### config.mk
export PLATFORM = sky130hd
export DESIGN_NAME = register_bank
export DESIGN_NICKNAME = d
export VERILOG_FILES = /design/src/rtl/register_bank.sv
export SDC_FILE = /design/constraint.sdc
export NUM_CORES = 1
export LEC_CHECK = 0
export BUFFER_PORTS_ARGS = -buffer_cell sky130_fd_sc_hd__clkbuf_2
export CORE_MARGIN = 10
export CORE_UTILIZATION = 55
export CTS_CLUSTER_DIAMETER = 120
export DETAILED_ROUTE_END_ITERATION = 10
export PLACE_DENSITY = 0.84
export REMOVE_ABC_BUFFERS = 1
export SYNTH_ARGS = -nofsm -noshare
export SYNTH_HDL_FRONTEND = slang
export SYNTH_SLANG_ARGS = --single-unit
### constraint.sdc
create_clock -name i_clk -period 3.6 [get_ports i_clk]
set_input_delay 0.36 -clock i_clk [delete_from_list [all_inputs] [get_ports i_clk]]
set_output_delay 0.36 -clock i_clk [all_outputs]
set_load 0.05 [all_outputs]
### src/rtl/register_bank.sv
// register_bank: small CPU-style register file with instruction register, program counter,
// general registers with two combinational read ports, an output register with a
// valid/ack handshake and sticky overrun status, and carry/zero flags.
//
// Optional feature macro: REGISTER_BANK_ZERO_FLAG_EN
//   defined   -> flag_zero latches (dbus == 0) on assert_e
//   undefined -> o_flag_zero is tied to 0
//
// Ports:
//   i_clk                   rising-edge clock for all state
//   i_reset                 synchronous active-high reset, overrides all other inputs
//   i_load_ir               capture i_dbus into ir (ir clears otherwise)
//   i_load_pc, i_jump       both high: pc <= i_abus
//   i_immediate             pc increment request (lower priority than jump)
//   i_load_en, i_load_sel   write i_dbus to general register i_load_sel
//   i_do_out, i_q_ack       output register load / consumer acknowledge
//   i_assert_e, i_carry     flag update strobe and carry-in
//   i_dbus, i_abus          data and address buses
//   i_rd_a_sel, i_rd_b_sel  read-port selects
//   o_ir, o_pc, o_qreg      registered state
//   o_rd_a, o_rd_b          combinational reads (0 for selects >= NREG)
//   o_q_valid, o_q_overrun  output handshake status
//   o_flag_carry, o_flag_zero  registered flags
module register_bank #(
   parameter int unsigned WIDTH = 8,
   parameter int unsigned NREG  = 4,
   // Must be at least ceil(log2(NREG)).
   parameter int unsigned SELW  = 2
) (
   input  logic             i_clk,
   input  logic             i_reset,
   input  logic             i_load_ir,
   input  logic             i_load_pc,
   input  logic             i_jump,
   input  logic             i_immediate,
   input  logic             i_load_en,
   input  logic [SELW-1:0]  i_load_sel,
   input  logic             i_do_out,
   input  logic             i_q_ack,
   input  logic             i_assert_e,
   input  logic             i_carry,
   input  logic [WIDTH-1:0] i_dbus,
   input  logic [WIDTH-1:0] i_abus,
   input  logic [SELW-1:0]  i_rd_a_sel,
   input  logic [SELW-1:0]  i_rd_b_sel,
   output logic [WIDTH-1:0] o_ir,
   output logic [WIDTH-1:0] o_pc,
   output logic [WIDTH-1:0] o_qreg,
   output logic [WIDTH-1:0] o_rd_a,
   output logic [WIDTH-1:0] o_rd_b,
   output logic             o_q_valid,
   output logic             o_q_overrun,
   output logic             o_flag_carry,
   output logic             o_flag_zero
);

   logic [WIDTH-1:0] r_ir;
   logic [WIDTH-1:0] r_pc;
   logic [WIDTH-1:0] r_qreg;
   logic [WIDTH-1:0] r_gpr [NREG];
   logic             r_q_valid;
   logic             r_q_overrun;
   logic             r_flag_carry;

   always_ff @(posedge i_clk) begin
      if (i_reset) begin
         r_ir         <= '0;
         r_pc         <= '0;
         r_qreg       <= '0;
         r_q_valid    <= 1'b0;
         r_q_overrun  <= 1'b0;
         r_flag_carry <= 1'b0;
         for (int unsigned k = 0; k < NREG; k++) begin
            r_gpr[k] <= '0;
         end
      end else begin
         r_ir <= i_load_ir ? i_dbus : '0;

         if (i_load_pc && i_jump) begin
            r_pc <= i_abus;
         end else if (i_immediate) begin
            r_pc <= r_pc + WIDTH'(1);
         end

         // Selects that match no register (>= NREG) simply write nothing.
         for (int unsigned k = 0; k < NREG; k++) begin
            if (i_load_en && (i_load_sel == SELW'(k))) begin
               r_gpr[k] <= i_dbus;
            end
         end

         if (i_do_out) begin
            r_qreg    <= i_dbus;
            r_q_valid <= 1'b1;
            // A simultaneous ack consumes the old value, so that is not an overrun.
            if (r_q_valid && !i_q_ack) begin
               r_q_overrun <= 1'b1;
            end
         end else if (i_q_ack) begin
            r_q_valid <= 1'b0;
         end

         if (i_assert_e) begin
            r_flag_carry <= i_carry;
         end
      end
   end

`ifdef REGISTER_BANK_ZERO_FLAG_EN
   logic r_flag_zero;

   always_ff @(posedge i_clk) begin
      if (i_reset) begin
         r_flag_zero <= 1'b0;
      end else if (i_assert_e) begin
         r_flag_zero <= (i_dbus == '0);
      end
   end

   assign o_flag_zero = r_flag_zero;
`else
   assign o_flag_zero = 1'b0;
`endif

   // Reads see registered contents only; a same-cycle write is not bypassed.
   always_comb begin
      o_rd_a = '0;
      o_rd_b = '0;
      for (int unsigned k = 0; k < NREG; k++) begin
         if (i_rd_a_sel == SELW'(k)) begin
            o_rd_a = r_gpr[k];
         end
         if (i_rd_b_sel == SELW'(k)) begin
            o_rd_b = r_gpr[k];
         end
      end
   end

   assign o_ir         = r_ir;
   assign o_pc         = r_pc;
   assign o_qreg       = r_qreg;
   assign o_q_valid    = r_q_valid;
   assign o_q_overrun  = r_q_overrun;
   assign o_flag_carry = r_flag_carry;

endmodule

==> summary.txt, run 1 <==
Worst setup path
  • Reg2reg setup slack: 2.16 ns
  • CP Data Arrival Time: 1.48 ns
  • Critical Path Sink Type: primary output
  • WS Path Type: reg2out
  • Worst Path Max Fanout: 2
  • Crit path required time: 3.24 ns
  • Type of origin of the critical path: flop

Placement
  • Post-DP HPWL: 4.42 mm
  • DP Worst Slack: 1.76 ns
  • Placed inst area: 3040 um2
  • Port Buffers: 75
  • RD Place Congestion: 0.709
  • Placed cell count: 317

Power and ir drop
  • Switching Fraction: 0.275
  • P_sw: 0.503 mW
  • VDD IR-drop max: 0.270 mV
  • PD cells: 557 nW/um2
  • Pint: 1.32 mW
  • Part of the power in combinational logic: 0.174
  • Seq pwr share: 0.429
  • Clock share of power: 0.396
  • Leak pwr: 1.39 nW

GRT
  • Vias in the first global route: 1,982
  • Antenna violations before repair: 0
  • First-pass GRT wire length: 9.71 mm
  • Grt total ovfl: 0
  • Overall routing resource usage: 0.159
  • Pin count of the biggest net entering global routing: 26

Synth
  • Synth Register Bits: 59
  • Sequential-to-total area share from yosys stat: 0.567
  • Yosys top cell by area: edfxtp_1
  • Cells after Synth: 199
  • Synth cell types: 30
  • Avg Cell Area, Syn: 13.3 um2
  • Ranking of synthesized cells by area: edfxtp_1, dfxtp_1, mux4_2
  • Post-Syn Area: 2650 um2
  • YS warnings: 0
  • Post-synth top area share: 0.363

STA
  • Final min period: 1.84 ns
  • Worst setup margin: 1.76 ns
  • Worst Skew: 0.00293 ns
  • Max Freq: 545 MHz
  • RSZ-0062 raised after global routing: no
  • Slew @ Worst Pin: 0.820 ns
  • Pins Over Slew Limit: 0
  • Setup_tns: 0 ns
  • Final Setup Violations: 0
  • Fin crit share: 0.510
  • Final Hold Vio Count: 0
  • Worst rel slew slack: 0.452

Worst hold path
  • Hold WC Path Type: in2reg

Clock tree
  • Clock Latency Late Sink: 0.33 ns
  • Clock sink count: 59
  • PostCTS Resize Cnt: 0
  • Clock Path Buffers: 2
  • Cts hold-fix bufs: 0
  • Post-CTS setup buffers: 0
  • TritonCTS Buffers: 9
  • H-tree level count: 3
  • Clk slew on worst S/H paths: 0.06 ns
  • CTS tree: yes
  • Root Driver: clkbuf_8

Cells and area
  • Final Net Count: 308
  • Post-route cell area: 3280 um2
  • Fin cells: 333
  • Layout area overhead: 23.8%
  • Inserted Diodes: 0
  • Share of post-route cells with drive strength above 1: 0.401

Die
  • Die height: 89.4 um
  • Starting Density: 0.564
  • # rows: 25
  • IO Pins: 77
  • Die Width: 89.4 um
  • Die ar.: 7990 um2
  • CORE AREA: 4690 um2

Routing
  • Vias after detailed routing: 1,805
  • DRT antenna net count: 0
  • Router iterations before antenna repair: 4
  • Routed wire length per instance: 17.5 um
  • DRC violations left: 0
  • First-iteration detailed-routing DRC count: 126
  • Drt via density: 5.42
  • Routed WL: 5.82 mm

Job
  • Max cap viols: 0

Outcome
  • Status: complete, no violations
-- area by class of cell --
cell class | instances | area [um2]
clock buffers | 10 | 138
clock inverters | 6 | 103
fillers | 340 | 1410
inverters | 2 | 7.51
multi-input cells | 127 | 1090
flip-flops and latches | 59 | 1500
well taps | 54 | 67.6
repair buffers | 75 | 375
-- power groups by stage --
stage	Combinational (mW)	Clock, mW	Sequential, mW
global route	0.339	0.767	0.789
global placement	0.319	0	0.795
finish	0.318	0.724	0.784
detailed placement	0.322	0	0.798
CTS	0.323	0.737	0.784
floorplan	0.170	0	0.851
-- sequential cells by signal, summed over array words and instances, names as in the netlist --
signal / cells
o_pc: 8
o_q_valid: 1
o_q_overrun: 1
r_gpr: 32
o_qreg: 8
o_ir: 8
o_flag_carry: 1
-- worst paths after layout --
check	start	cells after the start	endpoint
setup / recovery	r_gpr[3][2]	2	o_rd_a[2]
hold / removal	i_carry	3	o_flag_carry
setup reg to reg	o_pc[2]	3	o_pc[7]
hold reg to reg	o_q_overrun	2	o_q_overrun
-- per-stage QoR --
stage,total power [mW],utilization,hold slack [ns]
after floorplan,1.02,-,0.432
after global placement,1.11,0.647,0.463
after detailed placement,1.12,0.647,0.473
after CTS,1.84,0.699,0.255
after global routing,1.90,0.699,0.286
final,1.83,0.699,0.268
-- worst max-delay path: stages (launching register included) --
cell and delay (ns):
edfxtp_1 0.42, mux4_2 0.48, clkbuf_2 0.25
-- metal layers --
layer | vias up | global-route usage | routed length [um]
li1 | 880 | - | -
met1 | 852 | 0.185 | 2440
met2 | 68 | 0.257 | 2850
met3 | 5 | 0.0675 | 475
met4 | 0 | 0.0564 | 48
met5 | - | 0 | 0
-- cells in the final DEF (no fill, tap or decap) --
cell type | Yosys | layout
a31o_2 | 2 | 2
nor3_1 | 1 | 1
mux4_2 | 16 | 16
xnor2_1 | 1 | 1
a211oi_1 | 5 | 5
xor2_1 | 3 | 3
clkbuf_2 | 0 | 75
nor2b_1 | 2 | 2
ha_1 | 1 | 1
a21oi_1 | 1 | 1
nor2_1 | 20 | 20
conb_1 | 1 | 1
edfxtp_1 | 32 | 32
a311oi_1 | 3 | 3
mux2i_1 | 10 | 10
or3_1 | 3 | 3
nand4_2 | 1 | 1
nand2_1 | 3 | 3
o21ai_0 | 3 | 3
clkbuf_8 | 0 | 10
inv_1 | 2 | 2
dfxtp_1 | 27 | 27
bufinv_16 | 0 | 3
nor3_2 | 3 | 3
o21bai_1 | 2 | 2
and2_1 | 40 | 40
nand3_1 | 2 | 2
nand2b_4 | 1 | 1
clkinv_1 | 0 | 2
clkinv_2 | 0 | 1
nand4_1 | 3 | 3
-- cells in the mapped netlist (all sizes together) --
cell type	number
inv	2
ha	1
a31o	2
o21bai	2
mux4	16
conb	1
nand2b	1
a311oi	3
dfxtp	27
nand4	4
nor2	20
or3	3
nand3	2
nand2	3
xnor2	1
clkbuf	4
and2	40
nor2b	2
nor3	4
edfxtp	32
o21ai	3
buf	7
a211oi	5
a21oi	1
xor2	3
mux2i	10
-- cells by family (layout without fill, tap and decap cells) --
kind of cell | count (synthesis) | count (layout) | synth area share
adder cells (fa/ha/maj) | 1 | 1 | 0.00473
AO/OA/AOI/OAI | 16 | 16 | 0.0440
buffers and inverters | 13 | 93 | 0.0227
XOR/XNOR | 4 | 4 | 0.0132
flip-flops | 59 | 59 | 0.567
other | 1 | 1 | 0.00142
multiplexers | 26 | 26 | 0.174
AND/OR/NAND/NOR | 79 | 79 | 0.173
No activity file was read; power rests on OpenSTA's default activity.
==> run 2, diff against run 1 <==
--- a/config.mk
+++ b/config.mk
@@ -7,10 +7,10 @@
 export LEC_CHECK = 0
 export BUFFER_PORTS_ARGS = -buffer_cell sky130_fd_sc_hd__clkbuf_2
 export CORE_MARGIN = 10
-export CORE_UTILIZATION = 55
+export CORE_UTILIZATION = 51
 export CTS_CLUSTER_DIAMETER = 120
 export DETAILED_ROUTE_END_ITERATION = 10
-export PLACE_DENSITY = 0.84
+export PLACE_DENSITY = 0.79
 export REMOVE_ABC_BUFFERS = 1
 export SYNTH_ARGS = -nofsm -noshare
 export SYNTH_HDL_FRONTEND = slang
==> constraint.sdc (replaced) <==
create_clock -name i_clk -period 1.7 [get_ports i_clk]
set_input_delay 0.17 -clock i_clk [delete_from_list [all_inputs] [get_ports i_clk]]
set_output_delay 0.17 -clock i_clk [all_outputs]
set_load 0.05 [all_outputs]
==> run 2 against run 1 <==
  * Worst setup slack worse by 1.7 ns
  * First-iteration DRC count down 68%
  * Clock skew up 0.0051 ns
  * Highest routed layer unchanged
  * Critical path type unchanged
  * Non-clock buffer count up 4
  * Sequential cell count unchanged
  * Die area up 6.1%
  * Design area up 0.57%
  * Clock power up 77%
  * Critical path depth unchanged
==> summary.txt, run 2 (same netlist as run 1, synthesis figures left out) <==
Worst setup path
  • Crit path required time: 1.53 ns (-1.71 ns)
  • Critical Path Sink Type: primary output
  • Slowest cell on the critical path: mux4_2
  • CP Data Arrival Time: 1.47 ns (about the same)
  • Worst Path Max Fanout: 2 (unchanged)
  • Critical Path, Cell by Cell: mux4_2 -> clkbuf_2
  • WS Path Type: reg2out
  • Type of origin of the critical path: flop
  • Critical path's largest stage delay: 0.48 ns (about the same)

Clock tree
  • Clock Path Buffers: 2 (unchanged)
  • H-tree level count: 3 (unchanged)
  • Clk slew on worst S/H paths: 0.07 ns (about the same)
  • Clock sink count: 59 (unchanged)
  • PostCTS Resize Cnt: 0 (unchanged)
  • Root Driver: clkbuf_8
  • Post-CTS setup buffers: 0 (unchanged)
  • TritonCTS Buffers: 9 (unchanged)
  • Cts hold-fix bufs: 0 (unchanged)
  • CTS tree: yes
  • Clock Latency Late Sink: 0.33 ns (about the same)

STA
  • Pins Over Slew Limit: 0 (unchanged)
  • Final Setup Violations: 0 (unchanged)
  • Slew @ Worst Pin: 0.725 ns (-0.0951 ns)
  • Worst rel slew slack: 0.513 (+0.0608)
  • Final Hold Vio Count: 0 (unchanged)
  • RSZ-0062 raised after global routing: no
  • Max Freq: 611 MHz
  • Worst Skew: 0.00801 ns (+0.00508 ns)
  • Final min period: 1.64 ns
  • Fin crit share: 0.962
  • Setup_tns: 0 ns (unchanged)
  • Worst setup margin: 0.0644 ns (-1.70 ns)

Die
  • CORE AREA: 5070 um2 (+8.2%)
  • Starting Density: 0.522 (-0.0426)
  • Die ar.: 8470 um2 (+6.1%)
  • # rows: 26 (+4.0%)
  • Die height: 92.1 um (+3.0%)
  • Die Width: 92.1 um (+3.0%)
  • IO Pins: 77 (unchanged)

Placement
  • RD Place Congestion: 0.766 (+8.1%)
  • Post-DP HPWL: 4.54 mm (+2.7%)
  • Port Buffers: 75 (unchanged)
  • Placed inst area: 3090 um2 (+1.6%)
  • Placed cell count: 337 (+6.3%)
  • DP Worst Slack: 0.272 ns (-1.49 ns)

Power and ir drop
  • VDD IR-drop max: 0.508 mV (+88%)
  • PD cells: 1100 nW/um2 (+97%)
  • Switching Fraction: 0.294 (+0.0184)
  • Part of the power in combinational logic: 0.190 (+0.016)
  • Pint: 2.56 mW (+93%)
  • P_sw: 1.06 mW (+110%)
  • Leak pwr: 1.40 nW (+0.35%)
  • Clock share of power: 0.352 (-0.044)
  • Seq pwr share: 0.458 (+0.029)

Cells and area
  • FILL cells: 417 (+23%)
  • Inserted Diodes: 0 (unchanged)
  • Reg with most FFs: r_gpr
  • Post-route cell area: 3300 um2 (+0.57%)
  • Max FFs per register: 32 (unchanged)
  • Share of post-route cells with drive strength above 1: 0.410 (+0.00846)
  • Final Net Count: 312 (+1.3%)
  • Most common cell after layout, fill and taps aside: clkbuf_2
  • Fin cells: 353 (+6.0%)
  • Most frequent cells in the layout: clkbuf_2, and2_1, edfxtp_1
  • Layout area overhead: 24.5%

GRT
  • Vias in the first global route: 1,959 (-1.2%)
  • Grt total ovfl: 0 (unchanged)
  • Antenna violations before repair: 0 (unchanged)
  • Overall routing resource usage: 0.142 (-0.0166)
  • First-pass GRT wire length: 9.50 mm (-2.1%)
  • Pin count of the biggest net entering global routing: 25 (-3.8%)

Job
  • Max cap viols: 0 (unchanged)

Routing
  • Router iterations before antenna repair: 4 (unchanged)
  • Drt via density: 5.12 (-5.6%)
  • Highest Signal Layer: met4
  • Routed wire length per instance: 16.5 um (-5.6%)
  • Routed WL: 5.83 mm (+0.10%)
  • WL met3: 553 um (+16%)
  • Vias after detailed routing: 1,807 (+0.11%)
  • DRT antenna net count: 0 (unchanged)
  • Met2 wire len: 2.73 mm (-4.4%)
  • First-iteration detailed-routing DRC count: 40 (-68%)
  • Wl on met1: 2.44 mm (-0.16%)
  • DRC violations left: 0 (unchanged)

Worst hold path
  • Hold WC Path Type: in2reg

Outcome
  • Status: complete, no violations
-- run 2: cell types whose count changed in the layout (fill, tap and decap cells not counted), sizes merged --
cell / delta
buf: +4
clkinv: -1
bufinv: -3
clkbuf: +4
-- run 2: area by class of cell --
type | count | area (um2) | area share
inverter | 2 | 7.51 | 0.00228
timing repair buffer | 79 | 405 | 0.123
sequential | 59 | 1500 | 0.455
clock inverter | 2 | 13.8 | 0.00417
tap | 70 | 87.6 | 0.0266
clock buffer | 14 | 195 | 0.0592
multi-input combinational | 127 | 1090 | 0.329
-- run 2: worst max-delay path, delay by kind of cell, from the launching register on --
| kind | cells | cell delay (ns) |
|---|---|---|
| flops | 1 | 0.41 |
| buf+inv | 1 | 0.25 |
| mux | 1 | 0.48 |
-- run 2: stage by stage --
| stage | utilization | power, mW | hold slack (ns) |
|---|---|---|---|
| 5_1_grt | 0.650 | 3.77 | 0.102 |
| 4_1_cts | 0.650 | 3.66 | 0.0809 |
| 2_1_floorplan | - | 2.16 | 0.242 |
| 6_report | 0.650 | 3.62 | 0.0935 |
| 3_5_place_dp | 0.608 | 2.38 | 0.446 |
| 3_3_place_gp | 0.608 | 2.37 | 0.402 |
-- run 2: path summary, 6_finish.rpt --
path,from,to,slack [ns],depth (start not counted)
worst max-delay path,r_gpr[2][3],o_rd_a[3],0.06,2
worst min-delay path,i_carry,o_flag_carry,0.09,3
worst max register to register,o_pc[1],o_pc[6],0.32,4
worst min register to register,o_q_overrun,o_q_overrun,0.48,2
-- run 2: power groups by stage --
stage,Combinational [mW],Sequential (mW),Clock [mW]
after floorplan,0.360,1.80,0
after global placement,0.684,1.68,0
after detailed placement,0.694,1.69,0
after CTS,0.695,1.66,1.30
after global routing,0.730,1.67,1.37
final,0.686,1.66,1.28
-- run 2: layer usage --
layer | vias to the layer above | GRT usage
met2 | 68 | 0.225
met4 | 0 | 0.0694
li1 | 887 | -
met3 | 10 | 0.0742
met5 | - | 0
met1 | 842 | 0.154
==> run 3, diff against run 2 <==
--- a/config.mk
+++ b/config.mk
@@ -12,6 +12,7 @@
 export DETAILED_ROUTE_END_ITERATION = 10
 export PLACE_DENSITY = 0.79
 export REMOVE_ABC_BUFFERS = 1
+export SETUP_SLACK_MARGIN = 0.2
 export SYNTH_ARGS = -nofsm -noshare
 export SYNTH_HDL_FRONTEND = slang
 export SYNTH_SLANG_ARGS = --single-unit
==> run 3 against run 2 <==
  * Design area increased by 4.9%
  * Critical path type unchanged
  * Clock skew about the same
  * Sequential share of layout area decreased by 2.1 points
  * Largest power group unchanged
  * Utilization increased by 3.2 points
  * Combinational power increased by 17%
  * Via count increased by 1.9%
  * Die area unchanged
  * Worst setup slack improved by 0.027 ns
  * Cell count unchanged
==> summary.txt, run 3 (same netlist as run 1, synthesis figures left out) <==
Outcome
  • Status: complete, no violations

Placement
  • Placed inst area: 3090 um2 (unchanged)
  • Port Buffers: 75 (unchanged)
  • DP Worst Slack: 0.272 ns (unchanged)
  • RD Place Congestion: 0.766 (unchanged)
  • Post-DP HPWL: 4.54 mm (unchanged)

Worst setup path
  • WS Path Type: reg2out
  • R2R Path Start: o_pc[2]
  • Type of origin of the critical path: flop
  • Critical Path Sink Type: primary output
  • CP Data Arrival Time: 1.44 ns (-0.03 ns)
  • Worst Path Max Fanout: 2 (unchanged)
  • CP startpoint: r_gpr[3][4]
  • FF-to-FF path depth: 3 (-1)
  • Crit path required time: 1.53 ns (about the same)

STA
  • Fin crit share: 0.946 (-0.0158)
  • Final Setup Violations: 0 (unchanged)
  • Final Hold Vio Count: 0 (unchanged)
  • Slew @ Worst Pin: 0.716 ns (-0.00944 ns)
  • Pins Over Slew Limit: 0 (unchanged)
  • Worst setup margin: 0.0912 ns (+0.0269 ns)
  • RSZ-0062 raised after global routing: yes
  • Worst rel slew slack: 0.519 (+0.00634)
  • Final min period: 1.61 ns (-0.0269 ns)
  • Worst Skew: 0.00784 ns (-0.000162 ns)
  • Max Freq: 622 MHz (+1.7%)
  • Setup_tns: 0 ns (unchanged)

Die
  • Die ar.: 8470 um2 (unchanged)
  • Starting Density: 0.522 (unchanged)
  • Die height: 92.1 um (unchanged)
  • CORE AREA: 5070 um2 (unchanged)
  • Die Width: 92.1 um (unchanged)
  • # rows: 26 (unchanged)
  • IO Pins: 77 (unchanged)

Clock tree
  • H-tree level count: 3 (unchanged)
  • TritonCTS Buffers: 9 (unchanged)
  • Clk slew on worst S/H paths: 0.07 ns (about the same)
  • Cts hold-fix bufs: 0 (unchanged)
  • Clock Latency Late Sink: 0.33 ns (about the same)
  • Root Driver: clkbuf_8
  • CTS tree: yes
  • Clock sink count: 59 (unchanged)
  • Clock Path Buffers: 2 (unchanged)

Cells and area
  • Share of post-route cells with drive strength above 1: 0.413 (+0.00353)
  • Final Net Count: 312 (unchanged)
  • Post-route cell area: 3460 um2 (+4.9%)
  • Most common cell after layout, fill and taps aside: clkbuf_2
  • Inserted Diodes: 0 (unchanged)
  • Reg with most FFs: r_gpr
  • Final Util: 0.681 (+0.0318)
  • Layout area overhead: 30.6%
  • FILL cells: 393 (-5.8%)
  • Max FFs per register: 32 (unchanged)
  • Most frequent cells in the layout: clkbuf_2, and2_1, edfxtp_1

Power and ir drop
  • Pint: 2.65 mW (+3.8%)
  • Part of the power in combinational logic: 0.215 (+0.025)
  • PD cells: 1080 nW/um2 (-1.6%)
  • Pwr Total: 3.74 mW (+3.3%)
  • Switching Fraction: 0.290 (-0.00367)
  • VDD IR-drop max: 0.512 mV (+0.93%)
  • P_sw: 1.08 mW (+2.0%)
  • Seq pwr share: 0.445 (-0.013)
  • Clock share of power: 0.341 (-0.011)
  • Leak pwr: 1.45 nW (+3.7%)

GRT
  • Overall routing resource usage: 0.146 (+0.00326)
  • Antenna violations before repair: 0 (unchanged)
  • Vias in the first global route: 1,973 (+0.71%)
  • Pin count of the biggest net entering global routing: 25 (unchanged)
  • First-pass GRT wire length: 9.74 mm (+2.5%)
  • Grt total ovfl: 0 (unchanged)

Routing
  • Routed WL: 6.00 mm (+3.0%)
  • Vias after detailed routing: 1,841 (+1.9%)
  • Routed wire length per instance: 17.0 um (+3.0%)
  • DRC violations left: 0 (unchanged)
  • First-iteration detailed-routing DRC count: 42 (+5.0%)
  • Router iterations before antenna repair: 4 (unchanged)
  • DRT antenna net count: 0 (unchanged)
  • Drt via density: 5.22 (+1.9%)

Worst hold path
  • Hold Crit Start: i_carry
  • Hold Path Depth: 3 (unchanged)
  • Hold WC Path Type: in2reg

Job
  • Max cap viols: 0 (unchanged)
-- run 3: cell count changes in the layout (fill, tap and decap cells not counted), sizes merged --
cell    previous run  this run
buf                4        20
clkbuf            89        73
-- run 3: metal layers --
metal / up-vias / part of all wire / track usage
li1: 889 / - / -
met1: 874 / 0.42 / 0.159
met2: 68 / 0.49 / 0.234
met3: 10 / 0.081 / 0.0701
met4: 0 / 0.018 / 0.0694
met5: - / 0 / 0
-- run 3: worst max-delay path, stage by stage (launching register included) --
cell and delay [ns]:
edfxtp_1 0.42, mux4_2 0.51, buf_8 0.17
-- run 3: final cells by class --
type | count | area [um2] | share of cell area
clock buffer | 14 | 195 | 0.0564
clock inverter | 2 | 13.8 | 0.00398
inverter | 2 | 7.51 | 0.00217
multi-input combinational | 127 | 1090 | 0.314
sequential | 59 | 1500 | 0.435
tap | 70 | 87.6 | 0.0253
timing repair buffer | 79 | 566 | 0.164
-- run 3: path summary, 6_finish.rpt --
check,slack (ns),end
setup / recovery,0.09,o_rd_a[4]
hold / removal,0.09,o_flag_carry
setup reg to reg,0.34,o_pc[7]
hold reg to reg,0.48,o_q_overrun
-- run 3: power groups by stage --
| stage | registers, mW | clock network [mW] | logic (mW) |
|---|---|---|---|
| 2_1_floorplan | 1.80 | 0 | 0.360 |
| 3_3_place_gp | 1.68 | 0 | 0.684 |
| 3_5_place_dp | 1.69 | 0 | 0.694 |
| 4_1_cts | 1.66 | 1.30 | 0.775 |
| 5_1_grt | 1.67 | 1.36 | 0.848 |
| 6_report | 1.66 | 1.27 | 0.802 |
-- run 3: through the flow --
step / std cells / hold slack [ns]
floorplan: 188 / 0.242
global placement: 337 / 0.402
detailed placement: 337 / 0.446
CTS: 353 / 0.0809
global route: 353 / 0.102
finish: 353 / 0.0929
-- run 3: repair_timing --
item / 4_1_cts / 5_1_grt
endpoints found under the setup margin: 16 / 17
gates resized for setup: 32 / 17
buffers inserted: 0 / 0
